<file path="src/rtl/ula_pkg.sv">
// Shared constants for the ula_nbits ALU: opcodes, FSM state encoding, flag bit positions.
package ula_pkg;

    localparam logic [3:0] OP_ADD = 4'b0001;
    localparam logic [3:0] OP_SUB = 4'b0010;
    localparam logic [3:0] OP_MUL = 4'b0011;
    localparam logic [3:0] OP_AND = 4'b0100;
    localparam logic [3:0] OP_OR  = 4'b0101;
    localparam logic [3:0] OP_XOR = 4'b0110;
    localparam logic [3:0] OP_DIV = 4'b0111;

    typedef enum logic [1:0] {
        ST_IDLE = 2'b00,
        ST_MUL  = 2'b01,
        ST_DIV  = 2'b10
    } state_t;

    // flags = {err, dz, ovf, zero}
    localparam int FLAG_ZERO = 0;
    localparam int FLAG_OVF  = 1;
    localparam int FLAG_DZ   = 2;
    localparam int FLAG_ERR  = 3;

endpackage

</file>
<file path="src/rtl/ula_seq_core.sv">
// Iterative datapath for ula_nbits: shift-add multiplier and, with ULA_DIV_EN, a restoring divider.
// One partial product / quotient bit per step; result is the combinational value after the current step.
module ula_seq_core #(
    parameter  int WIDTH = 4,
    localparam int OUT_W = 2*WIDTH + 1
) (
    input  logic             clk,
    input  logic             rst,
    input  logic             load,
    input  logic             step,
`ifdef ULA_DIV_EN
    input  logic             is_div,
`endif
    input  logic [WIDTH-1:0] a,
    input  logic [WIDTH-1:0] b,
    output logic [OUT_W-1:0] result,
    output logic             last
);

    localparam int CNT_W = $clog2(WIDTH);

    logic [CNT_W-1:0]   cnt;
    logic [2*WIDTH-1:0] acc;
    logic [2*WIDTH-1:0] acc_next;
    logic [2*WIDTH-1:0] addend;
    logic [WIDTH-1:0]   sh;
    logic [WIDTH-1:0]   sh_next;
    logic [WIDTH-1:0]   opnd;
`ifdef ULA_DIV_EN
    logic               div_mode;
    logic [WIDTH:0]     r_shift;
    logic [WIDTH:0]     diff;
`endif

    assign last = (cnt == CNT_W'(WIDTH - 1));

    // NOTE: sequential state uses <= so every register sees pre-edge values regardless of block order.
    always_ff @(posedge clk) begin
        if (!rst) begin
            cnt <= '0;
        end else if (load) begin
            cnt <= '0;
        end else if (step) begin
            cnt <= last ? '0 : cnt + CNT_W'(1);
        end
    end

    // NOTE: datapath registers carry no reset; they are always loaded before the FSM lets a result out.
    always_ff @(posedge clk) begin
        if (load) begin
            acc <= '0;
`ifdef ULA_DIV_EN
            div_mode <= is_div;
            sh       <= is_div ? a : b;
            opnd     <= is_div ? b : a;
`else
            sh   <= b;
            opnd <= a;
`endif
        end else if (step) begin
            acc <= acc_next;
            sh  <= sh_next;
        end
    end

    always_comb begin
        addend   = {{WIDTH{1'b0}}, opnd} << cnt;
        acc_next = sh[0] ? acc + addend : acc;
        sh_next  = sh >> 1;
        result   = {1'b0, acc_next};
`ifdef ULA_DIV_EN
        // Dividend bits leave the top of sh while quotient bits enter at the bottom.
        r_shift = {acc[WIDTH-1:0], sh[WIDTH-1]};
        diff    = r_shift - {1'b0, opnd};
        if (div_mode) begin
            if (!diff[WIDTH]) begin
                acc_next = {{(WIDTH-1){1'b0}}, diff};
                sh_next  = {sh[WIDTH-2:0], 1'b1};
            end else begin
                acc_next = {{(WIDTH-1){1'b0}}, r_shift};
                sh_next  = {sh[WIDTH-2:0], 1'b0};
            end
            result = {1'b0, acc_next[WIDTH-1:0], sh_next};
        end
`endif
    end

endmodule

</file>
<file path="src/rtl/ula_nbits.sv">
// N-bit ALU top: request FSM, single-cycle ops and registered outputs around ula_seq_core.
// Define ULA_DIV_EN to compile in the iterative divider (op 0111); otherwise 0111 is an invalid opcode.
module ula_nbits
    import ula_pkg::*;
#(
    parameter  int WIDTH = 4,
    localparam int OUT_W = 2*WIDTH + 1
) (
    input  logic             clk,
    input  logic             rst,
    input  logic             in_valid,
    output logic             in_ready,
    input  logic [WIDTH-1:0] a,
    input  logic [WIDTH-1:0] b,
    input  logic [3:0]       op,
    input  logic             sinal,
    output logic             out_valid,
    output logic [OUT_W-1:0] out_ula,
    output logic [3:0]       flags
);

    state_t           state;
    state_t           state_next;
    logic             accept;
    logic             core_load;
    logic             core_last;
    logic [OUT_W-1:0] core_result;
`ifdef ULA_DIV_EN
    logic             core_div;
`endif
    logic [WIDTH:0]   a_x;
    logic [WIDTH:0]   b_x;
    logic [WIDTH:0]   sum;
    logic             res_valid;
    logic [OUT_W-1:0] res_ula;
    logic [3:0]       res_flags;

    assign in_ready = (state == ST_IDLE);
    assign accept   = in_valid && in_ready;

    ula_seq_core #(.WIDTH(WIDTH)) u_core (
        .clk    (clk),
        .rst    (rst),
        .load   (core_load),
        .step   (state != ST_IDLE),
`ifdef ULA_DIV_EN
        .is_div (core_div),
`endif
        .a      (a),
        .b      (b),
        .result (core_result),
        .last   (core_last)
    );

    always_ff @(posedge clk) begin
        if (!rst) state <= ST_IDLE;
        else      state <= state_next;
    end

    always_comb begin
        // NOTE: every output of this block gets a default first, so no path can infer a latch.
        state_next = state;
        core_load  = 1'b0;
`ifdef ULA_DIV_EN
        core_div   = 1'b0;
`endif
        res_valid  = 1'b0;
        res_ula    = '0;
        res_flags  = '0;
        a_x        = {sinal & a[WIDTH-1], a};
        b_x        = {sinal & b[WIDTH-1], b};
        sum        = (op == OP_SUB) ? a_x - b_x : a_x + b_x;

        unique case (state)
            ST_IDLE: begin
                if (accept) begin
                    case (op)
                        OP_ADD, OP_SUB: begin
                            res_valid           = 1'b1;
                            res_ula             = {{WIDTH{sinal & sum[WIDTH]}}, sum};
                            res_flags[FLAG_OVF] = sinal && (sum[WIDTH] != sum[WIDTH-1]);
                        end
                        OP_AND: begin
                            res_valid = 1'b1;
                            res_ula   = {{(WIDTH+1){1'b0}}, a & b};
                        end
                        OP_OR: begin
                            res_valid = 1'b1;
                            res_ula   = {{(WIDTH+1){1'b0}}, a | b};
                        end
                        OP_XOR: begin
                            res_valid = 1'b1;
                            res_ula   = {{(WIDTH+1){1'b0}}, a ^ b};
                        end
                        OP_MUL: begin
                            state_next = ST_MUL;
                            core_load  = 1'b1;
                        end
`ifdef ULA_DIV_EN
                        OP_DIV: begin
                            if (b != '0) begin
                                state_next = ST_DIV;
                                core_load  = 1'b1;
                                core_div   = 1'b1;
                            end else begin
                                // Divide by zero: quotient saturates, remainder passes a through.
                                res_valid          = 1'b1;
                                res_ula            = {1'b0, a, {WIDTH{1'b1}}};
                                res_flags[FLAG_DZ] = 1'b1;
                            end
                        end
`endif
                        default: begin
                            res_valid           = 1'b1;
                            res_flags[FLAG_ERR] = 1'b1;
                        end
                    endcase
                end
            end
            ST_MUL, ST_DIV: begin
                if (core_last) begin
                    state_next = ST_IDLE;
                    res_valid  = 1'b1;
                    res_ula    = core_result;
                end
            end
            default: state_next = ST_IDLE;
        endcase

        res_flags[FLAG_ZERO] = res_valid && (res_ula == '0);
    end

    // Result and flags only move on a completing cycle, so they hold between pulses.
    always_ff @(posedge clk) begin
        if (!rst) begin
            out_valid <= 1'b0;
            out_ula   <= '0;
            flags     <= '0;
        end else begin
            out_valid <= res_valid;
            if (res_valid) begin
                out_ula <= res_ula;
                flags   <= res_flags;
            end
        end
    end

endmodule

</file>
<file path="config.mk">
export PLATFORM = sky130hd
export DESIGN_NAME = ula_nbits
export DESIGN_NICKNAME = d
export VERILOG_FILES = /design/src/rtl/ula_pkg.sv /design/src/rtl/ula_seq_core.sv /design/src/rtl/ula_nbits.sv
export SDC_FILE = /design/constraint.sdc
export NUM_CORES = 1
export LEC_CHECK = 0
export BUFFER_PORTS_ARGS = -buffer_cell sky130_fd_sc_hd__buf_2
export CORE_AREA = 2 2 57 100
export DETAILED_ROUTE_END_ITERATION = 8
export DIE_AREA = 0 0 59 102
export GPL_TIMING_DRIVEN = 0
export PLACE_DENSITY_LB_ADDON = 0.15
export SLEW_MARGIN = 20
export SYNTH_ARGS = -nofsm -noshare
export SYNTH_HDL_FRONTEND = slang
export SYNTH_SLANG_ARGS = --single-unit
</file>
<file path="constraint.sdc">
create_clock -name clk -period 4.7 [get_ports clk]
set_clock_uncertainty 0.15 [all_clocks]
set_input_delay 0.47 -clock clk [delete_from_list [all_inputs] [get_ports clk]]
set_output_delay 0.47 -clock clk [all_outputs]
set_load 0.005 [all_outputs]
</file>
Yosys cells after proc, flatten, opt, wreduce, memory -nomap -nowiden. Index checks and enable logic that the tools add are counted.

Register bits: 33. Bits of input ports: 16. Output and inout bits: 15. Logic and storage cells: 71.

Add/subtract/negate cells: 4. Equality and inequality tests: 13. Shift-type cells: 1. Multiplexer cells: 26. Bitwise gates (word level): 7. Reductions and logical operators: 12.

Operators with widths (number): 9-bit one-hot mux with 4 select lines (1); 9-bit one-hot mux with 2 select lines (1); 8-bit 2-to-1 mux (2); 4-bit by 3-bit == test with 1-bit output (second input constant) (3); 1-bit 2-to-1 mux (12); 9-bit zero test (1); 9-bit 2-to-1 mux (1); 8-bit adder (1); 4-bit by 2-bit == test with 1-bit output (second input constant) (2); 2-bit 2-to-1 mux (4); 4-bit 2-to-1 mux (2); 4-bit by 2-bit left shift with 8-bit output (1); 2-bit by 1-bit != test with 1-bit output (second input constant) (3); 2-bit OR reduction (3); 6-bit OR reduction (1); 5-bit adder (1); 5-bit 2-to-1 mux (1); 5-bit subtractor (1); 4-bit bitwise AND (1); 2-bit == test (second input constant) (2); 4-bit by 1-bit == test with 1-bit output (second input constant) (1); 4-bit OR (1); 2-bit one-hot mux with 2 select lines (1); 2-bit nonzero test (2); other kinds (10) (14).

Depth between registers and ports, before layout.
Depth after elaboration: 9. Mapped depth: 12. Depth with buffers taken out: 12.

Cells and area by module. A second synthesis with hierarchy kept.

Cell total of the unflattened synthesis: 281. Area, all modules: 2454.9 um2.

Modules (own cells, without submodules): ula_nbits (instances 1, cells each 155, area an instance 1256.2 um2, seq. area each 280.3 um2); ula_seq_core (instances 1, cells each 126, area an instance 1198.6 um2, seq. area each 440.4 um2).

Worst setup path before layout. Ideal clock, no wire load.

Path type: input to register. From: input port op[0]. To: register flags[0]. Library setup time: 0.087 ns. Arrival: 2.870 ns. Required time: 4.463 ns. Path slack: 1.593 ns. Cell stages on the path: 10. Path buffers: 1. Cell sequence: buf_6 nor4b_4 mux2_2 fa_1 xnor2_1 a221o_1 a2bb2oi_1 and4_1 o211ai_1 o31ai_1.

Longest elaborated chain between the ends: 8. Elaborated cells between the ends (all ways): 17. Those cells by class: eq/ne (6); mux (7); bitwise (1); reduce/logical (3).

Ends and longest elaborated chain: start: declaration (line ula_nbits.sv:15) `input logic [3:0] op,`; 4-bit by 2-bit == test with 1-bit output (line ula_nbits.sv:72, ula_nbits.sv:77); 5-bit 2-to-1 mux (line ula_nbits.sv:72) `sum = (op == OP_SUB) ? a_x - b_x : a_x + b_x;`; 1-bit bitwise AND (line ula_nbits.sv:80) `res_ula = {{WIDTH{sinal & sum[WIDTH]}}, sum};`; 9-bit one-hot mux with 4 select lines (line ula_nbits.sv:77) `case (op)`; 9-bit 2-to-1 mux (line ula_nbits.sv:76) `if (accept) begin`; 9-bit one-hot mux with 2 select lines (line ula_nbits.sv:74) `unique case (state)`; 9-bit zero test (line ula_nbits.sv:130) `res_flags[FLAG_ZERO] = res_valid && (res_ula == '0);`; 1-bit logical AND (line ula_nbits.sv:130); end signal: assignment (line ula_nbits.sv:143) `flags <= res_flags;`; end: declaration (line ula_nbits.sv:19) `output logic [3:0] flags`.

Several ways; a longest one is shown, not always the timed one. A chain may end at the register's enable or synchronous reset.

Final worst setup path.
From: register u_core.cnt[0]. To: register flags[0].

Longest elaborated chain between the ends: 7. Elaborated cells between the ends (all ways): 10. Those cells by class: add/sub (1); eq/ne (1); shift (1); mux (5); reduce/logical (2).

Ends and longest elaborated chain: start: declaration (line ula_seq_core.sv:22) `logic [CNT_W-1:0] cnt;`; start signal: assignment (line ula_seq_core.sv:44) `cnt <= last ? '0 : cnt + CNT_W'(1);`; 4-bit by 2-bit left shift with 8-bit output (line ula_seq_core.sv:67) `addend = {{WIDTH{1'b0}}, opnd} << cnt;`; 8-bit adder (line ula_seq_core.sv:68) `acc_next = sh[0] ? acc + addend : acc;`; 8-bit 2-to-1 mux (line ula_seq_core.sv:68); 8-bit 2-to-1 mux (line ula_nbits.sv:121) `if (core_last) begin`; 9-bit one-hot mux with 2 select lines (line ula_nbits.sv:74); 9-bit zero test (line ula_nbits.sv:130); 1-bit logical AND (line ula_nbits.sv:130).

Several ways; a longest one is shown, not always the timed one.

==> results.md <==
- Yosys top cell by area: dfxtp_1
- # IOs: 31
- Syn Inst Count: about 260
- Ys async rst share: 0
- Total negative setup slack: 0 ns
- Starting Density: 0.443
- PostCTS Resize Cnt: 0
- Detailed Route WL: 5320 µm
- Row cnt: 35
- DR iter-0 viols: 87
- DRC errors left: 0
- Start of the worst register-to-register path: u_core.cnt[0]
- Final slew viol count: 0
- R2R Setup Slk: 1.44 ns
- Post-DP HPWL: 4350 µm
- Inserted Clock Buffers: 5
- Logic pwr share: 0.325
- Fillers: 547
- Max Cap Violations: 0
- Int Power: between 0.5 and 0.6 mW
- Die width: 59 µm
- Remaining antenna violation count: 0
- Hold worst-path end: u_core.opnd[0]
- First-pass GRT wire length: 8870 µm
- Via count: 1952
- # clock sinks: 32
- Dominant cells by area after synthesis: dfxtp_1, ha_1, edfxtp_1
- Synth Net Count: 302
- Post-synth top flop: dfxtp_1
- Final hold vios: 0
- Worst vdd rail ir drop: 0.143 mV
- CP max FO: 9
- CTS Buffer Depth: 2
- Pre-CTS setup slack: between 1 and 1.5 ns
- Relative slew slack: 0.599
- FF+latch area: 721 µm²
- Buf/Inv on CP: 1
- Hold_buf cts: 0
- Cell area after synthesis: 2290 µm²
- Hold path startpoint: a[0]
- P_sw: 0.266 mW
- CTS root buffer: clkbuf_8
- Clk_lat worst skew: 0.28 ns
- Multi-input gate area: approximately 1500 µm²
- Tcrit/Tclk final: 0.693
- Status: finished clean
- FMAX: 0.307 GHz
- Die Y: 102 µm
- CP Capture Type: flip-flop
- Switching share of power: 0.327
- WP data arrival: between 3 and 4 ns
- FF-to-FF End: flags[0]
- Final WS setup: approximately 1.4 ns
- Hold WS: 0.255 ns
- Core ar.: 5170 µm²
- Actual slew at the worst max-slew pin: 0.597 ns
- Top cell type's share of synthesized area: 0.210
- Final nets: 337
- DRT Pass-1 Iters: 4
- Sequential area share after synthesis: 0.315
- Hold-critical path depth: 1
- Wirelength per Cell: 15.0 µm
- Post-synth EDFFs: 8
- Fraction of layout cells with a size suffix above 1: 0.157
- Slowest stage cell on the critical path: fa_1
- Clock power share: 0.267
- CP most frequent cell: a21o_1
- Power per Cell Area: 314 nW/µm²
- Die Area: 6020 µm²
- Aggregate global-route resource usage: 0.196
- Vias in the first global route: 1892
- CP startpoint kind: flip-flop
- Ant diodes: 0
- Initial antenna violation count: 0
- CTS tree: yes
- Min Tclk post-route: 3.26 ns
- Largest net degree at the start of global routing: 11
- Yosys reg bits: 32
- Via density: around 5.5
- Family with the most delay on the worst path: compound AO/OA/AOI/OAI gates
- Post-synth top cells: nand2_1, dfxtp_1, ha_1
- Static leakage: between 1 and 1.5 nW
- Placer Congestion: 0.821
- CP Cell Sequence: clkbuf_1 > mux2i_1 > nor2_1 > fa_1 > a21o_1 > a21o_1 > nand2_1 > mux2_2 > o22a_1 > a221o_1 > o31ai_1
- Count of port buffers added during placement: 28
- RSZ-0062 raised after global routing: no
- Slowest stage delay, CP: 0.45 ns
- Hold crit path type: input pin to flip-flop
- Flop pwr share: 0.408
- Synth unique cells: 48
- Synth warnings: 0
- Top-count cell post-synth: nand2_1
- Area Overhead vs Synth: 13.2%
- Worst Path Required: 4.75 ns
- H-tree depth: 2
- Post-CTS setup buffer count: 0
- Endpoints failing setup: 0
- Clock transition at the registers of the reported paths: about 0.070 ns
- Syn avg cell area: 8.70 µm²
- Critical path class: flip-flop to flip-flop
- GRT overflow: 0
- Worst-case reg-to-reg path depth: 11
state kept, by name, indices dropped and copies added, names as in the netlist:
register and flops:
u_core.cnt 2, flags 3, out_valid 1, u_core.acc 8
u_core.sh 4, u_core.opnd 4, out_ula 9, state 1
cells in the final DEF, fill, tap and decap left out, types with 6 or more instances in the layout:
master,count
o21ai_0,19
clkbuf_8,6
nor2_1,17
a21oi_1,9
nand2_1,33
inv_1,13
clkbuf_1,11
mux2_2,7
xnor2_1,8
a21boi_0,7
mux2i_1,8
dfxtp_1,24
a22oi_1,6
buf_2,28
edfxtp_1,8
nor2b_1,6
ha_1,21
how the worst max path moves through the flow:
stage	start	cells past startpoint	slack, ns	to
after floorplan	op[0]	10	1.59	flags[0]
after global placement	op[3]	10	1.29	flags[0]
after detailed placement	op[3]	10	1.28	flags[0]
after CTS	u_core.cnt[0]	11	1.42	flags[0]
after global routing	u_core.cnt[0]	11	1.23	flags[0]
final	u_core.cnt[0]	11	1.44	flags[0]
per-stage QoR:
stage	area [µm²]	total power, mW	util	instances
4_1_cts	2590	0.823	0.501	354
3_3_place_gp	2500	0.598	0.483	346
3_5_place_dp	2500	0.604	0.483	346
2_1_floorplan	2290	0.533	-	263
6_report	2590	0.814	0.501	354
5_1_grt	2590	0.873	0.501	354
routing by layer:
layer,vias to the layer above,wire length (µm),global-route usage
met2,36,3060,0.376
met3,6,127,0.0203
met4,0,114,0.0787
met5,-,0,0
met1,905,2010,0.210
li1,1005,-,-
power by group through the flow:
stage	Clock [mW]	Sequential, mW	Combinational [mW]
6_report	0.218	0.332	0.265
5_1_grt	0.233	0.337	0.302
4_1_cts	0.223	0.333	0.267
3_5_place_dp	0	0.339	0.265
3_3_place_gp	0	0.338	0.260
2_1_floorplan	0	0.334	0.198
final cells by class:
| type | count | share of cell area |
|---|---|---|
| clock buffer | 6 | 0.0319 |
| timing repair buffer | 28 | 0.0541 |
| multi-input combinational | 205 | 0.563 |
| inverter | 13 | 0.0188 |
| sequential | 32 | 0.278 |
| buffer | 13 | 0.0232 |
| tap | 55 | 0.0266 |
| clock inverter | 2 | 0.00387 |
kinds of logic (layout without fill, tap and decap cells):
| group | count (synthesis) | count (layout) | synth area share |
|---|---|---|---|
| buf+inv | 26 | 62 | 0.0476 |
| fa+ha+maj | 23 | 23 | 0.132 |
| other cells | 1 | 1 | 0.00164 |
| simple gates | 87 | 87 | 0.190 |
| flops | 32 | 32 | 0.315 |
| mux | 15 | 15 | 0.0695 |
| xor+xnor | 13 | 13 | 0.0498 |
| compound gates | 66 | 66 | 0.194 |
No activity file was read; power rests on OpenSTA's default activity.
